### src/rtl/bilinear_pkg.sv
// Shared definitions for the BRAM line buffer: slot geometry and the pair-read FSM encoding.
package bilinear_pkg;

  localparam int SLOT_NUM = 4;
  localparam int SLOT_W   = $clog2(SLOT_NUM);
  localparam int AVAIL_W  = 3;

  typedef logic [SLOT_W-1:0] slot_t;

  typedef enum logic [1:0] {
    ST_IDLE   = 2'd0,
    ST_RD_TOP = 2'd1,
    ST_RD_BOT = 2'd2,
    ST_FLUSH  = 2'd3
  } rd_state_e;

endpackage

### src/rtl/bram_linebuf_ctrl_if.sv
// Pixel stream in, pixel pair out and both BRAM ports of the line buffer controller.
interface bram_linebuf_ctrl_if #(
  parameter int C_COL_WIDTH  = 11,
  parameter int C_DATA_WIDTH = 8
);
  import bilinear_pkg::*;

  localparam int ADDR_W = C_COL_WIDTH + SLOT_W;

  logic                    s_valid;
  logic                    s_ready;
  logic [C_DATA_WIDTH-1:0] s_data;
  logic                    s_last;

  logic                    m_valid;
  logic [C_DATA_WIDTH-1:0] m_top;
  logic [C_DATA_WIDTH-1:0] m_bot;
  logic                    m_last;

  logic                    wea;
  logic [ADDR_W-1:0]       addra;
  logic [C_DATA_WIDTH-1:0] dina;
  logic                    web;
  logic [ADDR_W-1:0]       addrb;
  logic [C_DATA_WIDTH-1:0] doutb;

  // Controller side.
  modport slave (
    input  s_valid, s_data, s_last, doutb,
    output s_ready, m_valid, m_top, m_bot, m_last,
    output wea, addra, dina, web, addrb
  );

  // Source, sink and RAM side.
  modport master (
    output s_valid, s_data, s_last, doutb,
    input  s_ready, m_valid, m_top, m_bot, m_last,
    input  wea, addra, dina, web, addrb
  );

endinterface

### src/rtl/lbuf_slot_tracker.sv
// Ring bookkeeping for the four line slots: write slot, read slot and filled-line count.
module lbuf_slot_tracker
  import bilinear_pkg::*;
(
  input  logic               clk,
  input  logic               rst_n,
  input  logic               line_done,
  input  logic               rd_release,
  input  logic               rd_busy,
  output slot_t              wr_slot,
  output slot_t              rd_slot,
  output logic [AVAIL_W-1:0] lines_avail
);

  logic release_ok;

  assign release_ok = rd_release && !rd_busy && (lines_avail != '0);

  // NOTE: sequential state uses non-blocking assignments so every flop samples pre-edge values.
  always_ff @(posedge clk or negedge rst_n) begin
    if (!rst_n) begin
      wr_slot     <= '0;
      rd_slot     <= '0;
      lines_avail <= '0;
    end else begin
      if (line_done)  wr_slot <= wr_slot + slot_t'(1);
      if (release_ok) rd_slot <= rd_slot + slot_t'(1);
      // A fill and a release in the same cycle cancel out.
      case ({line_done, release_ok})
        2'b10:   lines_avail <= lines_avail + AVAIL_W'(1);
        2'b01:   lines_avail <= lines_avail - AVAIL_W'(1);
        default: ;
      endcase
    end
  end

endmodule

### src/rtl/bram_linebuf_ctrl.sv
// Four-slot BRAM line buffer: writes a pixel stream line by line and reads two lines back as pixel pairs.
// Define LBUF_OUT_REG_EN to add one output register stage (pair latency 4 instead of 3).
module bram_linebuf_ctrl
  import bilinear_pkg::*;
#(
  parameter int C_COL_WIDTH  = 11,
  parameter int C_DATA_WIDTH = 8,
  parameter int C_SLOT_NUM   = SLOT_NUM
) (
  input  logic                   clk,
  input  logic                   rst_n,
  input  logic [C_COL_WIDTH-1:0] line_len,
  input  logic                   rd_start,
  input  logic                   rd_release,
  output logic                   rd_busy,
  output logic [AVAIL_W-1:0]     lines_avail,
  bram_linebuf_ctrl_if.slave     bus
);

  slot_t                   wr_slot;
  slot_t                   rd_slot;
  slot_t                   bot_slot;
  logic                    rst_done;
  logic                    accept;
  logic                    line_done;
  logic [C_COL_WIDTH-1:0]  wr_col;
  logic [C_COL_WIDTH-1:0]  wr_len_q;
  logic [C_COL_WIDTH-1:0]  wr_len;

  rd_state_e               state;
  rd_state_e               next_state;
  logic                    start_ok;
  logic                    pair_set;
  logic [C_COL_WIDTH-1:0]  rd_col;
  logic [C_COL_WIDTH-1:0]  rd_len_q;
  logic [C_DATA_WIDTH-1:0] top_q;
  logic                    pair_vld;
  logic                    pair_last;
  logic [C_DATA_WIDTH-1:0] pair_bot;

  lbuf_slot_tracker u_tracker (
    .clk         (clk),
    .rst_n       (rst_n),
    .line_done   (line_done),
    .rd_release  (rd_release),
    .rd_busy     (rd_busy),
    .wr_slot     (wr_slot),
    .rd_slot     (rd_slot),
    .lines_avail (lines_avail)
  );

  // Write side: s_ready stays low while reset is asserted so nothing can be written.
  assign bus.s_ready = rst_done && (lines_avail < AVAIL_W'(C_SLOT_NUM));
  assign accept      = bus.s_valid && bus.s_ready;
  assign wr_len      = (wr_col == '0) ? line_len : wr_len_q;
  assign line_done   = accept && (bus.s_last || (wr_col == wr_len));

  assign bus.wea   = accept;
  assign bus.addra = {wr_slot, wr_col};
  assign bus.dina  = bus.s_data;
  assign bus.web   = 1'b0;

  always_ff @(posedge clk or negedge rst_n) begin
    if (!rst_n) begin
      rst_done <= 1'b0;
      wr_col   <= '0;
      wr_len_q <= '0;
    end else begin
      rst_done <= 1'b1;
      if (accept) begin
        if (wr_col == '0) wr_len_q <= line_len;
        wr_col <= line_done ? '0 : wr_col + C_COL_WIDTH'(1);
      end
    end
  end

  // Read side: alternate top/bottom addresses; the top pixel waits in top_q for its partner.
  assign bot_slot = rd_slot + slot_t'(1);
  assign start_ok = (state == ST_IDLE) && rd_start && (lines_avail >= AVAIL_W'(2));
  assign rd_busy  = (state != ST_IDLE);

  always_ff @(posedge clk or negedge rst_n) begin
    if (!rst_n) state <= ST_IDLE;
    else        state <= next_state;
  end

  // NOTE: every output of this block is assigned a default first, so no latch can be inferred.
  always_comb begin
    next_state = state;
    bus.addrb  = {rd_slot, rd_col};
    pair_set   = 1'b0;
    case (state)
      ST_IDLE:   if (start_ok) next_state = ST_RD_TOP;
      ST_RD_TOP: next_state = ST_RD_BOT;
      ST_RD_BOT: begin
        bus.addrb  = {bot_slot, rd_col};
        pair_set   = 1'b1;
        next_state = (rd_col == rd_len_q) ? ST_FLUSH : ST_RD_TOP;
      end
      ST_FLUSH:  next_state = ST_IDLE;
      default:   next_state = ST_IDLE;
    endcase
  end

  always_ff @(posedge clk or negedge rst_n) begin
    if (!rst_n) begin
      rd_col    <= '0;
      rd_len_q  <= '0;
      top_q     <= '0;
      pair_vld  <= 1'b0;
      pair_last <= 1'b0;
    end else begin
      if (start_ok) begin
        rd_col   <= '0;
        rd_len_q <= line_len;
      end
      if (state == ST_RD_BOT) begin
        top_q <= bus.doutb;
        if (rd_col != rd_len_q) rd_col <= rd_col + C_COL_WIDTH'(1);
      end
      pair_vld  <= pair_set;
      pair_last <= pair_set && (rd_col == rd_len_q);
    end
  end

  // The bottom pixel comes straight from the RAM in the cycle it is valid.
  assign pair_bot = pair_vld ? bus.doutb : '0;

`ifdef LBUF_OUT_REG_EN
  logic                    out_vld;
  logic                    out_last;
  logic [C_DATA_WIDTH-1:0] out_top;
  logic [C_DATA_WIDTH-1:0] out_bot;

  always_ff @(posedge clk or negedge rst_n) begin
    if (!rst_n) begin
      out_vld  <= 1'b0;
      out_last <= 1'b0;
      out_top  <= '0;
      out_bot  <= '0;
    end else begin
      out_vld  <= pair_vld;
      out_last <= pair_last;
      out_top  <= top_q;
      out_bot  <= pair_bot;
    end
  end

  assign bus.m_valid = out_vld;
  assign bus.m_last  = out_last;
  assign bus.m_top   = out_top;
  assign bus.m_bot   = out_bot;
`else
  assign bus.m_valid = pair_vld;
  assign bus.m_last  = pair_last;
  assign bus.m_top   = top_q;
  assign bus.m_bot   = pair_bot;
`endif

endmodule

### src/flat_wrapper.sv
// flat-port wrapper written by rule: the top's interface ports become plain ports
module bram_linebuf_ctrl_flat import bilinear_pkg::*;
#(
  parameter int C_COL_WIDTH  = 11,
  parameter int C_DATA_WIDTH = 8,
  parameter int C_SLOT_NUM   = SLOT_NUM
)
  (clk, rst_n, line_len, rd_start, rd_release, rd_busy, lines_avail, bus_s_valid, bus_s_data, bus_s_last, bus_doutb, bus_s_ready, bus_m_valid, bus_m_top, bus_m_bot, bus_m_last, bus_wea, bus_addra, bus_dina, bus_web, bus_addrb);
  bram_linebuf_ctrl_if #(.C_COL_WIDTH(C_COL_WIDTH), .C_DATA_WIDTH(C_DATA_WIDTH)) bus_i ();
  input  logic clk;
  input  logic rst_n;
  input  logic [C_COL_WIDTH-1:0] line_len;
  input  logic rd_start;
  input  logic rd_release;
  output logic rd_busy;
  output logic [AVAIL_W-1:0] lines_avail;
  input wire logic [$bits(bus_i.s_valid)-1:0] bus_s_valid;
  input wire logic [$bits(bus_i.s_data)-1:0] bus_s_data;
  input wire logic [$bits(bus_i.s_last)-1:0] bus_s_last;
  input wire logic [$bits(bus_i.doutb)-1:0] bus_doutb;
  output wire logic [$bits(bus_i.s_ready)-1:0] bus_s_ready;
  output wire logic [$bits(bus_i.m_valid)-1:0] bus_m_valid;
  output wire logic [$bits(bus_i.m_top)-1:0] bus_m_top;
  output wire logic [$bits(bus_i.m_bot)-1:0] bus_m_bot;
  output wire logic [$bits(bus_i.m_last)-1:0] bus_m_last;
  output wire logic [$bits(bus_i.wea)-1:0] bus_wea;
  output wire logic [$bits(bus_i.addra)-1:0] bus_addra;
  output wire logic [$bits(bus_i.dina)-1:0] bus_dina;
  output wire logic [$bits(bus_i.web)-1:0] bus_web;
  output wire logic [$bits(bus_i.addrb)-1:0] bus_addrb;
  assign bus_i.s_valid = bus_s_valid;
  assign bus_i.s_data = bus_s_data;
  assign bus_i.s_last = bus_s_last;
  assign bus_i.doutb = bus_doutb;
  assign bus_s_ready = bus_i.s_ready;
  assign bus_m_valid = bus_i.m_valid;
  assign bus_m_top = bus_i.m_top;
  assign bus_m_bot = bus_i.m_bot;
  assign bus_m_last = bus_i.m_last;
  assign bus_wea = bus_i.wea;
  assign bus_addra = bus_i.addra;
  assign bus_dina = bus_i.dina;
  assign bus_web = bus_i.web;
  assign bus_addrb = bus_i.addrb;
  bram_linebuf_ctrl #(.C_COL_WIDTH(C_COL_WIDTH), .C_DATA_WIDTH(C_DATA_WIDTH), .C_SLOT_NUM(C_SLOT_NUM)) u_core (.clk(clk), .rst_n(rst_n), .line_len(line_len), .rd_start(rd_start), .rd_release(rd_release), .rd_busy(rd_busy), .lines_avail(lines_avail), .bus(bus_i));
endmodule
### config.mk
export PLATFORM = sky130hd
export DESIGN_NAME = bram_linebuf_ctrl_flat
export DESIGN_NICKNAME = d
export VERILOG_FILES = /design/src/rtl/bilinear_pkg.sv /design/src/rtl/bram_linebuf_ctrl_if.sv /design/src/rtl/lbuf_slot_tracker.sv /design/src/rtl/bram_linebuf_ctrl.sv /design/src/flat_wrapper.sv
export SDC_FILE = /design/constraint.sdc
export NUM_CORES = 1
export LEC_CHECK = 0
export ABC_CLOCK_PERIOD_IN_PS = 3200
export CELL_PAD_IN_SITES_DETAIL_PLACEMENT = 0
export CELL_PAD_IN_SITES_GLOBAL_PLACEMENT = 2
export CORE_MARGIN = 5
export CORE_UTILIZATION = 26
export DETAILED_ROUTE_END_ITERATION = 16
export HOLD_SLACK_MARGIN = 0.05
export PLACE_DENSITY = 0.77
export SETUP_SLACK_MARGIN = 0.1
export SYNTH_ARGS = -nofsm -noshare
export SYNTH_HDL_FRONTEND = slang
export SYNTH_SLANG_ARGS = --single-unit
export TNS_END_PERCENT = 20
### constraint.sdc
create_clock -name clk -period 3.2 [get_ports clk]
set_clock_uncertainty 0.05 [all_clocks]
set_input_delay 0.32 -clock clk [delete_from_list [all_inputs] [get_ports clk]]
set_output_delay 0.32 -clock clk [all_outputs]
set_load 0.02 [all_outputs]
==> summary.txt <==
Status
  • Outcome: finished clean

Worst hold path
  • Hold Path Stages: 1
  • WHS Endpoint: u_core.state[0]
  • Worst Min Path Start: u_core.state[0]
  • Hold WC Path Type: reg -> reg

Logic synthesis
  • Synth cell types: 46
  • Yosys warns: 0
  • Syn_area_per_cell: roughly 9.3 um2
  • Post-synthesis sequential area ratio: 46.0%
  • Fraction of registers with async set/reset: 100%
  • Net Count, Synth: 414
  • Synth Instances: between 300 and 400
  • Number of synthesized flops with an enable pin: 0
  • Register bit total from synthesis: 64
  • Post-Syn Area: around 3500 um2
  • Primary FF master, synth: dfrtp_1

Critical path
  • CP max stage cell: or4_4
  • CP top delay family: simple AND/OR/NAND/NOR gates
  • Critical R2R Launch: u_core.wr_col[10]
  • CP peak stage delay: just over 600 ps
  • RR Endpoint: u_core.u_tracker.lines_avail[2]
  • Crit Path Max Fanout: 6
  • Worst EP required: between 3000 and 4000 ps
  • Setup slack, reg-to-reg: ~270 ps
  • Startpoint type of the worst setup path: flip-flop
  • CP endpoint kind: flip-flop
  • Crit Path Class: reg -> reg
  • CP bufs+invs: 1
  • WP data arrival: roughly 3100 ps
  • Crit path top cell by count: xor2_1
  • Worst Setup SP: u_core.wr_col[10]
  • CP cell instances: or4_4, nor3_4, mux2i_1, o22ai_2, nor2_4, o21ai_1, ha_2, inv_1, fa_2, xor2_1, nor2_1, xor2_1
  • Reg2Reg Depth: 12

Routing
  • Vias per cell: between 4 and 5
  • First-pass DRT Iterations: 4
  • Vias: roughly 2,900
  • 1st-iter DRT viols: 116
  • Drt drc: 0
  • DR WL/cell: ~14 um
  • Antenna Violating Nets Remaining: 0
  • WL final: 9210 um

Floorplanning
  • Die X: 126 um
  • Row cnt: 42
  • Io pins: about 90
  • Die ar.: between 15,000 and 20,000 um2
  • Die H: approximately 130 um
  • CORE AREA: about 13,000 um2
  • Initial core utilization: between 20% and 30%

Power and ir drop
  • Sw Ratio: 30.7%
  • Psw: between 800 and 900 uW
  • Flop pwr share: between 30% and 40%
  • Clock network fraction of total power: about two fifths
  • Peak supply drop: between 0.2 and 0.3 mV
  • P_int: approximately 1900 uW
  • Total power: around 2700 uW
  • P_leak: about 0.0021 uW
  • Pwr Density: roughly 570 nW/um2
  • Comb pwr share: approximately 28%

Clock network
  • Clock Tree Root: clkbuf_16
  • CTS tree: yes
  • Total CTS buffers: 9
  • Post-CTS Setup Bufs: 0
  • Clock sink count: 64
  • Clock Tree Buf Depth: 2
  • Worst skew pair latency: 330 ps
  • H-tree depth reported by CTS: 3
  • Clock slew at reported path FFs: 50 ps

Global route
  • Initial antenna violation count: 0
  • First-pass GRT wire length: between 10,000 and 15,000 um
  • Vias in the first global route: 2,918
  • Grt ovf: 0
  • Total GRT Usage: a little under an eighth
  • Largest net degree at the start of global routing: 46

Finish
  • # diodes: 0
  • FILL cells: approximately 1,400
  • Final nets: between 400 and 500
  • Layout cells sized above 1: between 10% and 20%
  • Synth-to-layout area growth: 38.5%

Run
  • Max-cap violations: 0

STA
  • Final-report setup violation count: 0
  • Worst-margin pin slew: ~550 ps
  • Headroom to the max-slew limit: between 60% and 70%
  • Final period util: between 90% and 100%
  • Final min period: 2930 ps
  • Hold Violations, Final: 0
  • Setup TNS Final: 0 ps
  • Worst hold slack: 416 ps
  • Max Clk Rate: 341 MHz
  • Final Max Tran Viols: 0
  • Unrepaired setup endpoints after global routing: no

Placement
  • Dpl hpwl: 7030 um
  • Number of I/O port buffers: 74
  • GP Congestion: 0.798
-- per-layer routing --
layer	global-route usage, %	routed length, um	up-vias
li1	-	-	1425
met1	14.6	4190	1352
met2	19.5	4400	75
met3	3.90	560	6
met4	2.55	61	0
met5	0	0	-
-- area by class of cell --
type	instances	area, um2	area share [%]
Clock inverter	7	95.1	1.97
Multi-Input combinational cell	274	1730	35.9
Tap cell	176	220	4.57
Timing Repair Buffer	92	886	18.4
Clock buffer	9	225	4.67
Sequential cell	64	1600	33.3
Inverter	15	56.3	1.17
-- power by group through the flow --
stage | logic (uW) | registers (uW) | clock network (uW)
floorplan | 332 | 1050 | 0
finish | 759 | 930 | 1050
detailed placement | 755 | 947 | 0
global placement | 750 | 942 | 0
CTS | 762 | 933 | 1080
global route | 831 | 941 | 1110
-- repair_timing --
action / CTS / global route
hold endpoints to repair: 19 / 0
setup endpoints to repair: 0 / 1
resized for setup: 0 / 2
hold buffers: 1 / 0
-- cell families after synthesis --
| kind of cell | synth area share [%] |
|---|---|
| AO/OA/AOI/OAI | 8.99 |
| flip-flops | 46.0 |
| adder cells (fa/ha/maj) | 2.01 |
| multiplexers | 4.71 |
| XOR/XNOR | 9.56 |
| AND/OR/NAND/NOR | 22.9 |
| buffers and inverters | 5.57 |
| other | 0.216 |
-- worst max path at each step --
stage / end / slack (ps) / cells past startpoint
after floorplan: u_core.u_tracker.lines_avail[2] / 100 / 15
after global placement: u_core.u_tracker.lines_avail[2] / 310 / 12
after detailed placement: u_core.u_tracker.lines_avail[2] / 240 / 12
after CTS: u_core.u_tracker.lines_avail[2] / 220 / 12
after global routing: u_core.u_tracker.lines_avail[2] / 120 / 12
final: u_core.u_tracker.lines_avail[2] / 270 / 12
-- cells in the final DEF, fill, tap and decap left out, types with 3 or more instances in the layout --
cell	instances
o31ai_1	4
xor2_1	23
mux2i_1	4
nand3_1	14
and2_1	8
a31oi_1	3
ha_1	3
nor2_1	14
nand2b_1	3
nand2_1	88
clkbuf_16	9
nand4_1	4
a22oi_1	5
xnor2_1	15
nor2b_1	7
clkdlybuf4s50_1	73
buf_4	16
nor3_1	9
o211ai_1	3
or2_2	3
and3_1	4
inv_1	14
o21ai_0	3
nor4_1	4
dfrtp_1	62
a21oi_1	8
mux2_2	11
or4_1	3
o311ai_0	6
-- stage by stage --
step	utilization (%)	instances	setup WS, ps	cell area [um2]
after floorplan	-	376	104	3540
after global placement	33.9	620	307	4470
after detailed placement	33.9	620	236	4470
after CTS	36.4	637	220	4800
after global routing	36.5	637	123	4820
final	36.5	637	266	4820
-- Yosys cell counts (2+ instances only) --
cell type / instances / area, um2
a21oi_1: 8 / 40.0
a22oi_1: 5 / 37.5
a31oi_1: 3 / 18.8
and2_1: 8 / 50.1
and3_1: 4 / 25.0
buf_2: 2 / 10.0
buf_4: 9 / 67.6
buf_6: 2 / 22.5
clkbuf_1: 9 / 33.8
conb_1: 2 / 7.51
dfrtp_1: 64 / 1600
ha_1: 4 / 50.1
inv_1: 14 / 52.6
mux2_2: 11 / 124
mux2i_1: 4 / 40.0
nand2_1: 88 / 330
nand2b_1: 3 / 18.8
nand3_1: 14 / 70.1
nand4_1: 4 / 25.0
nand4b_1: 2 / 17.5
nor2_1: 15 / 56.3
nor2b_1: 7 / 43.8
nor3_1: 9 / 45.0
nor4_1: 4 / 25.0
o211ai_1: 3 / 22.5
o21ai_0: 5 / 25.0
o22ai_1: 3 / 18.8
o311ai_0: 6 / 52.6
o31ai_1: 4 / 30.0
o41ai_1: 2 / 17.5
or2_2: 3 / 18.8
or4_1: 5 / 37.5
xnor2_1: 15 / 131
xor2_1: 23 / 201
-- registers in the layout (all words and copies together) (netlist names) --
name                          flops
u_core.rd_col                    11
u_core.rd_len_q                  11
u_core.wr_col                    11
u_core.wr_len_q                  11
u_core.bus.m_top                  8
u_core.u_tracker.lines_avail      3
u_core.state                      2
u_core.u_tracker.rd_slot          2
u_core.u_tracker.wr_slot          2
u_core.bus.m_last                 1
u_core.bus.m_valid                1
u_core.rst_done                   1
Note: power is estimated with default switching activity, not from simulation.
